## src/rtl/mem1_copy_engine.sv

```systemverilog
// Block-move engine for the single-port mem1: each word is one read, RD_LAT wait cycles, one write.
// Define CHECKSUM_EN to add an XOR checksum output over the copied words.
module mem1_copy_engine #(
    parameter int AW     = 5,
    parameter int DW     = 5,
    parameter int RD_LAT = 1
) (
    input  logic          clk,
    input  logic          rst,
    input  logic          start,
    input  logic [AW-1:0] src,
    input  logic [AW-1:0] dst,
    input  logic [AW:0]   len,
    output logic          busy,
    output logic          done,
    output logic          mem_w_en,
    output logic          mem_mode,
    output logic [AW-1:0] mem_address,
    output logic [DW-1:0] mem_data_in,
    input  logic [DW-1:0] mem_data_out
`ifdef CHECKSUM_EN
    ,
    output logic [DW-1:0] checksum
`endif
);

    localparam int WCW = 2;

    typedef enum logic [2:0] {
        IDLE,
        RD,
        WAIT,
        WR,
        DONE
    } state_t;

    state_t          state_q, state_d;
    logic [AW-1:0]   src_q, src_d;
    logic [AW-1:0]   dst_q, dst_d;
    logic [AW:0]     cnt_q, cnt_d;
    logic [WCW-1:0]  wait_q, wait_d;
    logic [DW-1:0]   data_q, data_d;

    logic            busy_q, done_q, wen_q, mode_q;
    logic [AW-1:0]   addr_q;
    logic [DW-1:0]   wdata_q;

    always_comb begin
        state_d = state_q;
        src_d   = src_q;
        dst_d   = dst_q;
        cnt_d   = cnt_q;
        wait_d  = wait_q;
        data_d  = data_q;
        case (state_q)
            IDLE: begin
                if (start) begin
                    src_d   = src;
                    dst_d   = dst;
                    cnt_d   = len;
                    state_d = (len == '0) ? DONE : RD;
                end
            end
            RD: begin
                wait_d  = WCW'(RD_LAT - 1);
                state_d = WAIT;
            end
            WAIT: begin
                // Read data is only trusted on the final wait cycle.
                if (wait_q == '0) begin
                    data_d  = mem_data_out;
                    state_d = WR;
                end else begin
                    wait_d = wait_q - 1'b1;
                end
            end
            WR: begin
                src_d   = src_q + 1'b1;
                dst_d   = dst_q + 1'b1;
                cnt_d   = cnt_q - 1'b1;
                state_d = (cnt_q == {{AW{1'b0}}, 1'b1}) ? DONE : RD;
            end
            DONE:    state_d = IDLE;
            default: state_d = IDLE;
        endcase
    end

    // Outputs are decoded from the next state so they are registered alongside it.
    always_ff @(posedge clk) begin
        if (rst) begin
            state_q <= IDLE;
            src_q   <= '0;
            dst_q   <= '0;
            cnt_q   <= '0;
            wait_q  <= '0;
            data_q  <= '0;
            busy_q  <= 1'b0;
            done_q  <= 1'b0;
            wen_q   <= 1'b0;
            mode_q  <= 1'b0;
            addr_q  <= '0;
            wdata_q <= '0;
        end else begin
            state_q <= state_d;
            src_q   <= src_d;
            dst_q   <= dst_d;
            cnt_q   <= cnt_d;
            wait_q  <= wait_d;
            data_q  <= data_d;
            busy_q  <= (state_d == RD) || (state_d == WAIT) || (state_d == WR);
            done_q  <= (state_d == DONE);
            wen_q   <= (state_d == WR);
            mode_q  <= (state_d == RD);
            addr_q  <= (state_d == WR) ? dst_d : src_d;
            wdata_q <= data_d;
        end
    end

`ifdef CHECKSUM_EN
    logic [DW-1:0] csum_q;

    always_ff @(posedge clk) begin
        if (rst) begin
            csum_q <= '0;
        end else if (state_q == IDLE && start) begin
            csum_q <= '0;
        end else if (state_q == WR) begin
            csum_q <= csum_q ^ data_q;
        end
    end

    assign checksum = csum_q;
`endif

    assign busy        = busy_q;
    assign done        = done_q;
    assign mem_w_en    = wen_q;
    assign mem_mode    = mode_q;
    assign mem_address = addr_q;
    assign mem_data_in = wdata_q;

endmodule

```

## config.mk

```make
export PLATFORM = sky130hd
export DESIGN_NAME = mem1_copy_engine
export DESIGN_NICKNAME = d
export VERILOG_FILES = /design/src/rtl/mem1_copy_engine.sv
export SDC_FILE = /design/constraint.sdc
export NUM_CORES = 1
export LEC_CHECK = 0
export BUFFER_PORTS_ARGS = -buffer_cell sky130_fd_sc_hd__buf_2
export CELL_PAD_IN_SITES_DETAIL_PLACEMENT = 1
export CELL_PAD_IN_SITES_GLOBAL_PLACEMENT = 1
export CORE_MARGIN = 5
export CORE_UTILIZATION = 41
export CTS_BUF_LIST = sky130_fd_sc_hd__clkbuf_4 sky130_fd_sc_hd__clkbuf_8
export DETAILED_ROUTE_END_ITERATION = 7
export GPL_ROUTABILITY_DRIVEN = 1
export PLACE_DENSITY_LB_ADDON = 0.1
export SYNTH_ARGS = -nofsm -noshare
export SYNTH_HDL_FRONTEND = slang
export SYNTH_SLANG_ARGS = --single-unit
```

## constraint.sdc

```tcl
create_clock -name clk -period 1.7 [get_ports clk]
set_input_delay 0.085 -clock clk [delete_from_list [all_inputs] [get_ports clk]]
set_output_delay 0.085 -clock clk [all_outputs]
set_load 0.005 [all_outputs]
```

# After elaboration in Yosys (flattened, before gate mapping)
# Index checks and enable logic that the tools add are counted.
# totals
ff_bits	35
inputBits	24
output_inout_bits	14
# op_classes
addsub	4
n_eq_ne	10
mux	14
n_reduce_logical	10
# op_table
cell	count
$pmux W5 S2	2
$mux W5	3
$eq A3 B2 Y1 const B	4
$mux W3	4
$pmux W3 S4	1
$pmux W6 S2	1
$add A5 B1 Y5 const B	2
$eq A3 B1 Y1 const B	2
$eq A6 B1 Y1 const B	1
$logic_not A6 Y1	1
$mux W6	1
$reduce_and A2 Y1	3
$sub A6 B1 Y6 const B	1
$ne A2 B2 Y1 const B	2
$pmux W2 S2	1
$reduce_bool A2 Y1	2
$eq A3 B3 Y1 const B	1
$logic_not A3 Y1	1
$logic_not A2 Y1	1
$logic_or A1 B1 Y1	2
$mux W2	1
$sub A2 B1 Y2 const B	1

# Logic depth before layout (Yosys ltp)
# Gate-level depths: netlist of run 1.
# depth
word_depth	7
ltp_mapped	6
mapped_depth_nobuf	6

# Worst setup path after synthesis of run 1
# No wires, ideal clock.
# synth_timing
path_kind	flip-flop to flip-flop
startpoint	register state_q[2]
endpoint	register mode_q (netlist: mem_mode)
t_arrival_ns	1.470
required_ns	1.641
setup_slack_ns	0.171
stages_incl_launch_ff	6
path_buffers	1
cell_sequence	dfxtp_1 or4b_1 clkbuf_2 a21o_1 a31oi_4 o211a_1
# synth_via
elab_chain_len	3
# synth_lines
item	line	source
start: declaration	37	state_t state_q, state_d;
start signal: assignment	104	state_q <= state_d;
$eq A3 B2 Y1 (tied with other cells)	55	case (state_q)
$pmux W3 S4 *	55	
$eq A3 B1 Y1 *	113	mode_q <= (state_d == RD);
end signal: assignment	113	
end: declaration	44	logic busy_q, done_q, wen_q, mode_q;
# Every way passes the cells marked *; elsewhere a longest branch is shown, timed or not.
# A chain may end at the register's enable or synchronous reset.

# Worst setup path after layout of run 1
# layout_timing
startpoint	register state_q[2]
endpoint	register addr_q[3] (netlist: mem_address[3])
# layout_via
elab_chain_len	4
# layout_lines
item	line	source
$eq A3 B2 Y1 (tied with other cells)	55	
$pmux W3 S4	55	
$eq A3 B2 Y1	114	addr_q <= (state_d == WR) ? dst_d : src_d;
$mux W5 *	114	
end signal: assignment	114	
end: declaration	45	logic [AW-1:0] addr_q;
# Marked as above.

==> impl_table.tex, run 1 <==
\begin{tabular}{lr}
\hline
Metric & Value \\
\hline
\multicolumn{2}{l}{\textbf{Clocking}} \\
\quad Clock Sink Count & 35 \\
\quad CTS max path bufs & 2 \\
\quad Insertion delay of the later-clocked pin in the worst-skew pair & roughly 0.29 ns \\
\quad CTS tree & done \\
\quad Number of CTS-inserted buffers & 5 \\
\quad Post-cts hold buffer count & 0 \\
\quad Cell at the root of the clock tree & sky130\_fd\_sc\_hd\_\_clkbuf\_8 \\
\quad Reg clk slew, reported paths & roughly 0.07 ns \\
\quad H-tree depth reported by CTS & 2 \\
\multicolumn{2}{l}{\textbf{Detailed routing}} \\
\quad Detailed-route via count & 1713 \\
\quad Number of remaining DRC errors & 0 \\
\quad Final ANT Viol Nets & 0 \\
\quad Routed length per instance & $\sim$17 um \\
\quad TritonRoute pass-1 iters & 4 \\
\quad Detailed Route WL & approximately 5000 um \\
\quad Violation count after the first detailed-routing iteration & around 100 \\
\quad Drt via density & roughly 5.7 \\
\multicolumn{2}{l}{\textbf{Global routing}} \\
\quad Antenna violations before repair & 0 \\
\quad Met1 capacity usage during global routing & 0.256 \\
\quad GR Util All Layers & 0.199 \\
\quad Pin count of the biggest net entering global routing & 22 \\
\quad Most crowded layer after global routing & met2 \\
\quad Overflow left after global routing & 0 \\
\quad M3 GR Usage & 0.0486 \\
\quad Vias in the first global route & about 1800 \\
\quad First-pass GRT wire length & roughly 8500 um \\
\quad Global routing usage on met2 & 0.340 \\
\multicolumn{2}{l}{\textbf{Yosys}} \\
\quad Number of enable-type register cells in the synthesized netlist & 0 \\
\quad Net count after synthesis & 226 \\
\quad Biggest area consumer among synthesized cells & sky130\_fd\_sc\_hd\_\_dfxtp\_1 \\
\quad Fraction of synthesized cell area taken by the top area cell type & 0.415 \\
\quad Most frequently used flop master after synthesis & sky130\_fd\_sc\_hd\_\_dfxtp\_1 \\
\quad Most area-consuming cells after synthesis & sky130\_fd\_sc\_hd\_\_dfxtp\_1 (41\%), sky130\_fd\_sc\_hd\_\_nor2\_1 (5.3\%), sky130\_fd\_sc\_hd\_\_a21oi\_1 (4.4\%), sky130\_fd\_sc\_hd\_\_nand2\_1 (4.0\%), sky130\_fd\_sc\_hd\_\_ha\_1 (3.7\%) \\
\quad Sequential element share of the synthesized area & 0.415 \\
\quad Instance count of the mapped netlist & 197 \\
\quad Synthesized flop and latch total & 35 \\
\quad Mean area per synthesized cell & $\sim$8.6 um2 \\
\quad Synth Cell Area & 1690 um2 \\
\quad Netlist cell types & 53 \\
\quad Number of synthesis warnings & 0 \\
\quad Ys async rst share & 0 \\
\multicolumn{2}{l}{\textbf{Flow run}} \\
\quad Max-capacitance violation count & 0 \\
\multicolumn{2}{l}{\textbf{Cells and area}} \\
\quad Most frequent cells in the layout & sky130\_fd\_sc\_hd\_\_buf\_2 (37), sky130\_fd\_sc\_hd\_\_dfxtp\_1 (33), sky130\_fd\_sc\_hd\_\_nor2\_1 (24) \\
\quad Synth-to-layout area growth & 25.5\% \\
\quad Proportion of layout cells with a drive suffix above 1 & 0.286 \\
\quad Number of filler instances in the final layout & 499 \\
\quad Post-route cell area & approximately 2100 um2 \\
\quad Fin nets & between 200 and 300 \\
\quad Antenna cell count & 0 \\
\quad Commonest non-fill, non-tap cell in the layout & sky130\_fd\_sc\_hd\_\_buf\_2 \\
\multicolumn{2}{l}{\textbf{Die}} \\
\quad Number of rows in the core area & 23 \\
\quad Placeable core area & $\sim$4000 um2 \\
\quad Horizontal die dimension & about 74 um \\
\quad Boundary Pins & 38 \\
\quad Die height & about 74 um \\
\quad Area of the die & 5510 um2 \\
\quad Initial core utilization & 0.423 \\
\multicolumn{2}{l}{\textbf{Timing}} \\
\quad Count of pins over their slew limit & 0 \\
\quad Clock tree skew after final layout & between 0.006 and 0.007 ns \\
\quad Count of final hold-check violations & 0 \\
\quad Minimum period implied by the final worst setup slack & 1.63 ns \\
\quad Relative slew margins & 0.637 \\
\quad RSZ-0062 raised after global routing & false \\
\quad Period utilization & 0.956 \\
\quad Sum of negative setup slack & 0 ns \\
\quad Upper clock frequency limit & 615 MHz \\
\quad Transition time at the pin with the least slew margin & $\sim$0.54 ns \\
\quad Finish-stage setup viols & 0 \\
\multicolumn{2}{l}{\textbf{Worst hold path}} \\
\quad HP Class & input port to flip-flop \\
\multicolumn{2}{l}{\textbf{Pwr}} \\
\quad Leakage power of the design & slightly below 0.9 nW \\
\quad Post-layout power & about 2.4 mW \\
\quad VDD IR-drop max & just over 0.0006 V \\
\quad Power per cell area & approximately 1100 nW/um2 \\
\multicolumn{2}{l}{\textbf{Place}} \\
\quad Routability-driven placement congestion ratio & between 0.8 and 0.9 \\
\quad Placed Area & slightly above 2000 um2 \\
\quad Port buffer count & 37 \\
\quad Dpl hpwl & approximately 3800 um \\
\multicolumn{2}{l}{\textbf{Worst setup path}} \\
\quad CP startpoint kind & flip-flop \\
\quad Largest fanout of any net on the critical path & 12 \\
\quad WS Path Type & flip-flop to flip-flop \\
\quad Worst path cell trace & buf\_4 -> nand3b\_1 -> or3\_1 -> a31oi\_1 -> o2bb2ai\_1 \\
\quad Endpoint required time on the critical path & between 1.5 and 2 ns \\
\quad Kind of capture point of the worst setup path & flip-flop \\
\quad Slowest cell on the critical path & sky130\_fd\_sc\_hd\_\_or3\_1 \\
\quad Data arrival time of the critical path & 1.84 ns \\
\quad Worst stage delay on the critical path & approximately 0.40 ns \\
\multicolumn{2}{l}{\textbf{Status}} \\
\quad Result of the run & finished clean \\
\hline
\end{tabular}
## logic make-up (layout without fill, tap and decap cells)
group	count (synthesis)	in the layout	synth area share
AND/OR/NAND/NOR	72	72	0.210
AO/OA/AOI/OAI	63	63	0.274
flip-flops	35	35	0.415
buffers and inverters	19	70	0.0488
adder cells (fa/ha/maj)	5	5	0.0370
XOR/XNOR	3	3	0.0155
## routing by layer
layer | share of wire | vias up
li1 | - | 833
met1 | 0.46 | 840
met2 | 0.48 | 34
met3 | 0.046 | 6
met4 | 0.0090 | 0
met5 | 0 | -
## final timing paths
check / startpoint / end / slack, ns / cells after the start
hold / removal: dst[4] / dst_q[4] / 0.04 / 3
setup / recovery: state_q[2] / mem_address[3] / 0.07 / 5
hold reg to reg: mem_data_in[0] / mem_data_in[0] / 0.45 / 2
setup reg to reg: state_q[2] / mem_address[3] / 0.07 / 5
## Yosys cell counts, types with 2 or more instances
cell,count
sky130_fd_sc_hd__a211oi_1,4
sky130_fd_sc_hd__a21oi_1,15
sky130_fd_sc_hd__o22ai_1,2
sky130_fd_sc_hd__a31oi_1,4
sky130_fd_sc_hd__nand2_1,18
sky130_fd_sc_hd__ha_1,5
sky130_fd_sc_hd__or3_1,2
sky130_fd_sc_hd__a22oi_1,4
sky130_fd_sc_hd__nor3_1,5
sky130_fd_sc_hd__buf_2,5
sky130_fd_sc_hd__nand3_1,5
sky130_fd_sc_hd__o211ai_1,2
sky130_fd_sc_hd__a222oi_1,2
sky130_fd_sc_hd__a21o_1,2
sky130_fd_sc_hd__nand2b_1,3
sky130_fd_sc_hd__a32oi_1,3
sky130_fd_sc_hd__dfxtp_1,35
sky130_fd_sc_hd__clkbuf_1,4
sky130_fd_sc_hd__o221ai_1,2
sky130_fd_sc_hd__inv_1,7
sky130_fd_sc_hd__xnor2_1,3
sky130_fd_sc_hd__a32o_1,2
sky130_fd_sc_hd__o2bb2ai_1,2
sky130_fd_sc_hd__nor2_1,24
sky130_fd_sc_hd__nor4_1,3
sky130_fd_sc_hd__o21ai_0,7
## sequential cells by signal, indices dropped and copies added, names as in the netlist, 2 cells and up
register,cells
dst_q,5
mem_data_in,5
src_q,5
state_q,3
wait_q,2
mem_address,5
cnt_q,6
## metrics by stage
stage	worst slack [ns]	cells	hold WS, ns	util
finish	0.0749	298	0.0364	0.530
global route	0.00731	298	0.0349	0.530
CTS	0.0618	297	0.0315	0.528
detailed placement	0.0118	289	0.338	0.504
global placement	0.0624	289	0.325	0.504
floorplan	0.171	197	0.153	-
## critical path, delay by kind of cell (launching register included)
family | cells | cell delay (ns)
AND/OR/NAND/NOR | 2 | 0.67
AO/OA/AOI/OAI | 2 | 0.39
flip-flops | 1 | 0.32
buffers and inverters | 1 | 0.18
## what timing repair did
item                                   4_1_cts  5_1_grt
endpoints found under the hold margin        0        0
gates cloned                                 0        0
pin swaps                                    0        1
resized for setup                            3        2
setup buffers                                0        1
setup endpoints to repair                    3        6
## report_power, final
group	internal (mW)	switching [mW]	total, mW	leakage, nW
sequential	0.945	0.115	1.06	0.288
combinational	0.348	0.413	0.761	0.535
clock	0.302	0.302	0.604	0.0446
## area by class of cell
cell class / count / area, um2 / share of cell area
multi-input cells: 143 / 920 / 0.434
flip-flops and latches: 35 / 703 / 0.332
repair buffers: 55 / 320 / 0.151
clock buffers: 6 / 76.3 / 0.0360
well taps: 50 / 62.6 / 0.0295
inverters: 7 / 26.3 / 0.0124
clock inverters: 2 / 12.5 / 0.00590
Power figures use the tool's default switching activity.
==> run 2, diff against run 1 <==
--- a/config.mk
+++ b/config.mk
@@ -16,2 +16,3 @@
 export PLACE_DENSITY_LB_ADDON = 0.1
+export SKIP_LAST_GASP = 1
 export SYNTH_ARGS = -nofsm -noshare
==> constraint.sdc (replaced) <==
create_clock -name clk -period 1.7 [get_ports clk]
set_input_delay 0.17 -clock clk [delete_from_list [all_inputs] [get_ports clk]]
set_output_delay 0.17 -clock clk [all_outputs]
set_load 0.005 [all_outputs]
==> run 2 against run 1 <==
  * Critical path depth fell by 1
  * Combinational power rose by 4.7%
  * Register-to-register slack barely moved
  * Utilization rose by 0.50 points
  * Global-route usage rose by 1.5 points
  * Non-clock buffer count rose by 1
  * Final cell count did not move
  * Via count rose by 3.7%
  * Count of clock-buffer cells in the layout did not move
  * Sequential share of layout area fell by 0.13 points
  * Setup slack improved by 0.00051 ns
  * Power rose by 2.4%
  * Critical endpoint is now mem_address[1]
==> impl_table.tex, run 2 (synthesis results as in run 1) <==
\begin{tabular}{lr}
\hline
Metric & Value \\
\hline
\multicolumn{2}{l}{\textbf{Place}} \\
\quad Worst slack at placement & between 0.009 and 0.01 ns \\
\quad Instance count after placement with tap cells included & $\sim$290 \\
\quad Port buffer count & 37 \\
\quad Routability-driven placement congestion ratio & 0.841 \\
\quad Dpl hpwl & 3990 um \\
\multicolumn{2}{l}{\textbf{Pwr}} \\
\quad VDD IR-drop max & 0.000543 V \\
\quad Leakage power of the design & roughly 0.88 nW \\
\quad Power per cell area & around 1200 nW/um2 \\
\multicolumn{2}{l}{\textbf{Timing}} \\
\quad Count of final hold-check violations & 0 \\
\quad Final hold slack & between 0.1 and 0.15 ns \\
\quad Clock tree skew after final layout & 0.00759 ns \\
\quad Period utilization & 0.956 \\
\quad Worst setup margin & about 0.075 ns \\
\quad Finish-stage setup viols & 0 \\
\quad Upper clock frequency limit & slightly above 600 MHz \\
\quad Minimum period implied by the final worst setup slack & approximately 1.6 ns \\
\quad Relative slew margins & 0.549 \\
\quad Count of pins over their slew limit & 0 \\
\quad Transition time at the pin with the least slew margin & a little under 0.7 ns \\
\quad Sum of negative setup slack & 0 ns \\
\multicolumn{2}{l}{\textbf{Worst setup path}} \\
\quad Kind of capture point of the worst setup path & flip-flop \\
\quad Endpoint required time on the critical path & between 1.5 and 2 ns \\
\quad Largest fanout of any net on the critical path & 9 \\
\quad Top Family by Delay on Critical Path & compound AO/OA/AOI/OAI gates \\
\quad WS Path Type & flip-flop to flip-flop \\
\quad Data arrival time of the critical path & between 1.5 and 2 ns \\
\quad Worst path cell trace & or3b\_1 -> a21o\_2 -> a22oi\_1 -> a211oi\_1 \\
\quad Worst stage delay on the critical path & 0.43 ns \\
\quad Capture point of the worst reg-to-reg path & mem\_address[1] \\
\quad Worst reg2reg path depth & 4 \\
\quad CP startpoint kind & flip-flop \\
\quad Slowest cell on the critical path & sky130\_fd\_sc\_hd\_\_or3b\_1 \\
\quad Number of buffer and inverter instances along the worst setup path & 0 \\
\quad Flop-to-flop setup slack & 0.08 ns \\
\quad Reg-to-Reg Start & state\_q[1] \\
\multicolumn{2}{l}{\textbf{Global routing}} \\
\quad Overflow left after global routing & 0 \\
\quad First-pass GRT wire length & just under 9000 um \\
\quad Vias in the first global route & 1864 \\
\quad Pin count of the biggest net entering global routing & 34 \\
\quad GR Util All Layers & 0.214 \\
\quad Antenna violations before repair & 0 \\
\multicolumn{2}{l}{\textbf{Flow run}} \\
\quad Max-capacitance violation count & 0 \\
\multicolumn{2}{l}{\textbf{Cells and area}} \\
\quad Largest register FFs & 6 \\
\quad Final std cells w/o fill & 298 \\
\quad Most frequent cells in the layout & sky130\_fd\_sc\_hd\_\_buf\_2 (37), sky130\_fd\_sc\_hd\_\_dfxtp\_1 (32), sky130\_fd\_sc\_hd\_\_nor2\_1 (24) \\
\quad Antenna cell count & 0 \\
\quad Most flop-heavy register & cnt\_q \\
\quad Number of filler instances in the final layout & 499 \\
\quad Commonest non-fill, non-tap cell in the layout & sky130\_fd\_sc\_hd\_\_buf\_2 \\
\quad Fin nets & $\sim$280 \\
\quad Proportion of layout cells with a drive suffix above 1 & 0.298 \\
\quad Synth-to-layout area growth & 26.6\% \\
\multicolumn{2}{l}{\textbf{Clocking}} \\
\quad Insertion delay of the later-clocked pin in the worst-skew pair & roughly 0.29 ns \\
\quad Cell at the root of the clock tree & sky130\_fd\_sc\_hd\_\_clkbuf\_8 \\
\quad CTS tree & done \\
\quad Reg clk slew, reported paths & approximately 0.070 ns \\
\quad H-tree depth reported by CTS & 2 \\
\quad Number of CTS-inserted buffers & 5 \\
\quad Post-cts hold buffer count & 0 \\
\quad CTS max path bufs & 2 \\
\quad Clock Sink Count & 35 \\
\multicolumn{2}{l}{\textbf{Detailed routing}} \\
\quad TritonRoute pass-1 iters & 4 \\
\quad Drt via density & roughly 6.0 \\
\quad Detailed Route WL & roughly 5500 um \\
\quad Detailed-route via count & roughly 1800 \\
\quad Final ANT Viol Nets & 0 \\
\quad Routed length per instance & $\sim$19 um \\
\quad Number of remaining DRC errors & 0 \\
\quad Violation count after the first detailed-routing iteration & 102 \\
\multicolumn{2}{l}{\textbf{Die}} \\
\quad Initial core utilization & 0.423 \\
\quad Area of the die & $\sim$5500 um2 \\
\quad Placeable core area & approximately 4000 um2 \\
\quad Die height & between 70 and 80 um \\
\quad Number of rows in the core area & 23 \\
\quad Horizontal die dimension & between 70 and 80 um \\
\quad Boundary Pins & 38 \\
\multicolumn{2}{l}{\textbf{Worst hold path}} \\
\quad Hold EP & mem\_data\_in[0] \\
\quad Worst Hold Path Cells & 3 \\
\quad HP Class & input port to flip-flop \\
\quad Hold Startpoint & mem\_data\_out[0] \\
\multicolumn{2}{l}{\textbf{Status}} \\
\quad Result of the run & finished clean \\
\hline
\end{tabular}
-- run 2: per-layer routing --
metal | vias to the layer above | track usage | wire length (um)
met1 | 852 | 0.262 | 2350
met3 | 19 | 0.0486 | 355
met4 | 0 | 0.103 | 180
met2 | 75 | 0.355 | 2660
li1 | 830 | - | -
met5 | - | 0 | 0
-- run 2: report_power, final --
part | switching (mW) | leakage (nW) | internal [mW]
Combinational | 0.438 | 0.540 | 0.359
Sequential | 0.117 | 0.288 | 0.948
Clock | 0.304 | 0.0470 | 0.318
-- run 2: area by class of cell --
class	instances	area [um2]	area share
well taps	50	62.6	0.0292
repair buffers	56	328	0.153
flip-flops and latches	35	707	0.330
multi-input cells	143	930	0.434
clock inverters	1	5.00	0.00234
inverters	7	26.3	0.0123
clock buffers	6	82.6	0.0386
-- run 2: what timing repair did --
| action | in CTS | in global routing |
|---|---|---|
| buffers inserted | 0 | 3 |
| endpoints found under the setup margin | 3 | 19 |
| gates resized for setup | 2 | 7 |
| pin swaps | 0 | 1 |
-- run 2: stage by stage --
step | util | cell area, um2 | total power [mW]
after floorplan | - | 1690 | 1.51
after global routing | 0.535 | 2140 | 2.62
after CTS | 0.525 | 2100 | 2.45
after detailed placement | 0.502 | 2010 | 1.82
after global placement | 0.502 | 2010 | 1.77
final | 0.535 | 2140 | 2.48
-- run 2: worst max path at each step --
stage                    start              to  slack (ns)  depth (start not counted)
global placement    state_q[1]        mem_mode        0.06                          4
detailed placement  state_q[0]  mem_address[2]       0.009                          5
global route        state_q[2]  mem_address[4]      -0.005                          5
floorplan           state_q[2]        mem_mode        0.17                          5
CTS                 state_q[1]  mem_address[1]      -0.003                          4
finish              state_q[1]  mem_address[1]        0.08                          4
-- run 2: worst min-delay path, cell delays in order --
cell and delay (ns):
sky130_fd_sc_hd__buf_2 0.09, sky130_fd_sc_hd__nand2_1 0.05, sky130_fd_sc_hd__a21oi_1 0.05
==> run 3, diff against run 2 <==
CORE_ASPECT_RATIO = 0.8   (was unset)
==> run 3 against run 2 <==
  * Final cell count grew 2.0%
  * Sequential share of layout area shrank 1.1 points
  * Non-clock buffer count is the same
  * Setup slack lost 0.017 ns
  * Flip-flop and latch count is the same
  * Combinational power grew 4.5%
  * Final area grew 2.9%
  * Critical path depth grew 1
  * Global-route usage grew 1.2 points
  * Critical path type unchanged
==> impl_table.tex, run 3 (synthesis results as in run 1) <==
\begin{tabular}{lr}
\hline
Metric & Value \\
\hline
\multicolumn{2}{l}{\textbf{Status}} \\
\quad Result of the run & finished clean \\
\multicolumn{2}{l}{\textbf{Timing}} \\
\quad Transition time at the pin with the least slew margin & approximately 0.58 ns \\
\quad Count of pins over their slew limit & 0 \\
\quad Clock tree skew after final layout & 0.00201 ns \\
\quad Relative slew margins & 0.613 \\
\quad Minimum period implied by the final worst setup slack & around 1.6 ns \\
\quad RSZ-0062 raised after global routing & true \\
\quad Count of final hold-check violations & 0 \\
\quad Upper clock frequency limit & 609 MHz \\
\quad Finish-stage setup viols & 0 \\
\quad Worst setup margin & a little under 0.06 ns \\
\quad Period utilization & 0.966 \\
\quad Sum of negative setup slack & 0 ns \\
\multicolumn{2}{l}{\textbf{Global routing}} \\
\quad First-pass GRT wire length & just over 9000 um \\
\quad Pin count of the biggest net entering global routing & 25 \\
\quad Antenna violations before repair & 0 \\
\quad Vias in the first global route & about 1800 \\
\quad Overflow left after global routing & 0 \\
\quad GR Util All Layers & 0.226 \\
\multicolumn{2}{l}{\textbf{Cells and area}} \\
\quad Commonest non-fill, non-tap cell in the layout & sky130\_fd\_sc\_hd\_\_buf\_2 \\
\quad Area of the multi-input gates & approximately 950 um2 \\
\quad Largest register FFs & 6 \\
\quad Final std cells w/o fill & 304 \\
\quad Most flop-heavy register & cnt\_q \\
\quad Number of filler instances in the final layout & roughly 480 \\
\quad Synth-to-layout area growth & 30.3\% \\
\quad Most frequent cells in the layout & sky130\_fd\_sc\_hd\_\_buf\_2 (37), sky130\_fd\_sc\_hd\_\_dfxtp\_1 (33), sky130\_fd\_sc\_hd\_\_nor2\_1 (24) \\
\quad Proportion of layout cells with a drive suffix above 1 & 0.297 \\
\quad Antenna cell count & 0 \\
\quad Register area & 703 um2 \\
\quad Fin nets & between 200 and 300 \\
\multicolumn{2}{l}{\textbf{Die}} \\
\quad Area of the die & 5520 um2 \\
\quad Boundary Pins & 38 \\
\quad Die height & approximately 67 um \\
\quad Placeable core area & 3880 um2 \\
\quad Initial core utilization & 0.436 \\
\quad Horizontal die dimension & roughly 80 um \\
\quad Number of rows in the core area & 20 \\
\multicolumn{2}{l}{\textbf{Detailed routing}} \\
\quad Number of remaining DRC errors & 0 \\
\quad TritonRoute pass-1 iters & 4 \\
\quad Drt via density & around 5.7 \\
\quad Detailed Route WL & 5690 um \\
\quad Detailed-route via count & around 1700 \\
\quad Final ANT Viol Nets & 0 \\
\quad Violation count after the first detailed-routing iteration & 135 \\
\quad Routed length per instance & 18.7 um \\
\multicolumn{2}{l}{\textbf{Worst setup path}} \\
\quad Data arrival time of the critical path & between 1.5 and 2 ns \\
\quad Endpoint required time on the critical path & $\sim$1.9 ns \\
\quad Worst path cell trace & buf\_4 -> nor2\_1 -> a2111oi\_0 -> o22a\_1 -> a211oi\_1 \\
\quad WS Path Type & flip-flop to flip-flop \\
\quad Kind of capture point of the worst setup path & flip-flop \\
\quad Worst stage delay on the critical path & between 0.4 and 0.5 ns \\
\quad CP startpoint kind & flip-flop \\
\quad Largest fanout of any net on the critical path & 12 \\
\quad Slowest cell on the critical path & sky130\_fd\_sc\_hd\_\_dfxtp\_2 \\
\multicolumn{2}{l}{\textbf{Worst hold path}} \\
\quad HP Class & input port to flip-flop \\
\multicolumn{2}{l}{\textbf{Pwr}} \\
\quad Net switching power & around 870 uW \\
\quad Power per cell area & 1210 nW/um2 \\
\quad Fraction of power consumed by the clock network & 0.293 \\
\quad Post-layout power & approximately 2.7 mW \\
\quad Net switching share of the total power & 0.326 \\
\quad VDD IR-drop max & 0.000725 V \\
\quad Internal power summed over all cells & 1.80 mW \\
\quad Sequential group share of total power & 0.395 \\
\quad Proportion of power drawn by combinational gates & 0.313 \\
\quad Leakage power of the design & around 0.9 nW \\
\multicolumn{2}{l}{\textbf{Flow run}} \\
\quad Max-capacitance violation count & 0 \\
\multicolumn{2}{l}{\textbf{Clocking}} \\
\quad Reg clk slew, reported paths & $\sim$0.070 ns \\
\quad CTS max path bufs & 2 \\
\quad Cell at the root of the clock tree & sky130\_fd\_sc\_hd\_\_clkbuf\_8 \\
\quad Clock Sink Count & 35 \\
\quad Post-cts hold buffer count & 0 \\
\quad CTS tree & done \\
\quad Insertion delay of the later-clocked pin in the worst-skew pair & 0.29 ns \\
\quad H-tree depth reported by CTS & 2 \\
\quad Number of CTS-inserted buffers & 5 \\
\multicolumn{2}{l}{\textbf{Place}} \\
\quad Worst slack at placement & -0.00232 ns \\
\quad Routability-driven placement congestion ratio & 0.889 \\
\quad Port buffer count & 37 \\
\quad Instance count after placement with tap cells included & roughly 300 \\
\quad Dpl hpwl & approximately 4200 um \\
\hline
\end{tabular}
==> run 3: layout make-up <==
class / instances / share of cell area
Tap cell: 55 / 0.0313
Clock buffer: 6 / 0.0375
Clock inverter: 2 / 0.0159
Inverter: 7 / 0.0119
Timing Repair Buffer: 56 / 0.155
Sequential cell: 35 / 0.319
Multi-Input combinational cell: 143 / 0.430
==> run 3: worst paths after layout <==
check / depth (start not counted) / from / slack, ns / endpoint
max: 5 / state_q[0] / 0.06 / mem_address[2]
min: 3 / mem_data_out[2] / 0.12 / mem_data_in[2]
max reg2reg: 5 / state_q[0] / 0.06 / mem_address[2]
min reg2reg: 2 / mem_data_in[2] / 0.46 / mem_data_in[2]
==> run 3: power by group through the flow <==
stage | Combinational, mW | Sequential, mW | Clock [mW]
6_report | 0.833 | 1.05 | 0.780
5_1_grt | 0.915 | 1.07 | 0.845
3_5_place_dp | 0.791 | 1.06 | 0
3_3_place_gp | 0.753 | 1.05 | 0
2_1_floorplan | 0.473 | 1.04 | 0
4_1_cts | 0.807 | 1.05 | 0.796
==> run 3: layer usage <==
layer | up-vias | GRT usage | wire (um)
li1 | 833 | - | -
met1 | 825 | 0.272 | 2460
met4 | 0 | 0.0913 | 120
met3 | 13 | 0.0600 | 397
met2 | 60 | 0.383 | 2720
met5 | - | 0 | 0
==> run 3: repair_timing <==
action / 4_1_cts / 5_1_grt
endpoints found under the setup margin: 2 / 8
pin swaps: 0 / 1
buffers inserted: 0 / 0
resized for setup: 3 / 6
==> run 3: critical path, delay by kind of cell, from the launching register on <==
| family | cells | cell delay (ns) |
|---|---|---|
| AOI/OAI and AO/OA | 3 | 0.79 |
| DFF | 1 | 0.47 |
| buffers and inverters | 1 | 0.20 |
| and+or+nand+nor | 1 | 0.05 |
==> run 3: per-stage QoR <==
| step | hold WS (ns) | util | area (um2) |
|---|---|---|---|
| after floorplan | 0.238 | - | 1690 |
| after global placement | 0.410 | 0.528 | 2050 |
| after detailed placement | 0.420 | 0.528 | 2050 |
| after CTS | 0.109 | 0.560 | 2170 |
| after global routing | 0.120 | 0.568 | 2200 |
| final | 0.115 | 0.568 | 2200 |
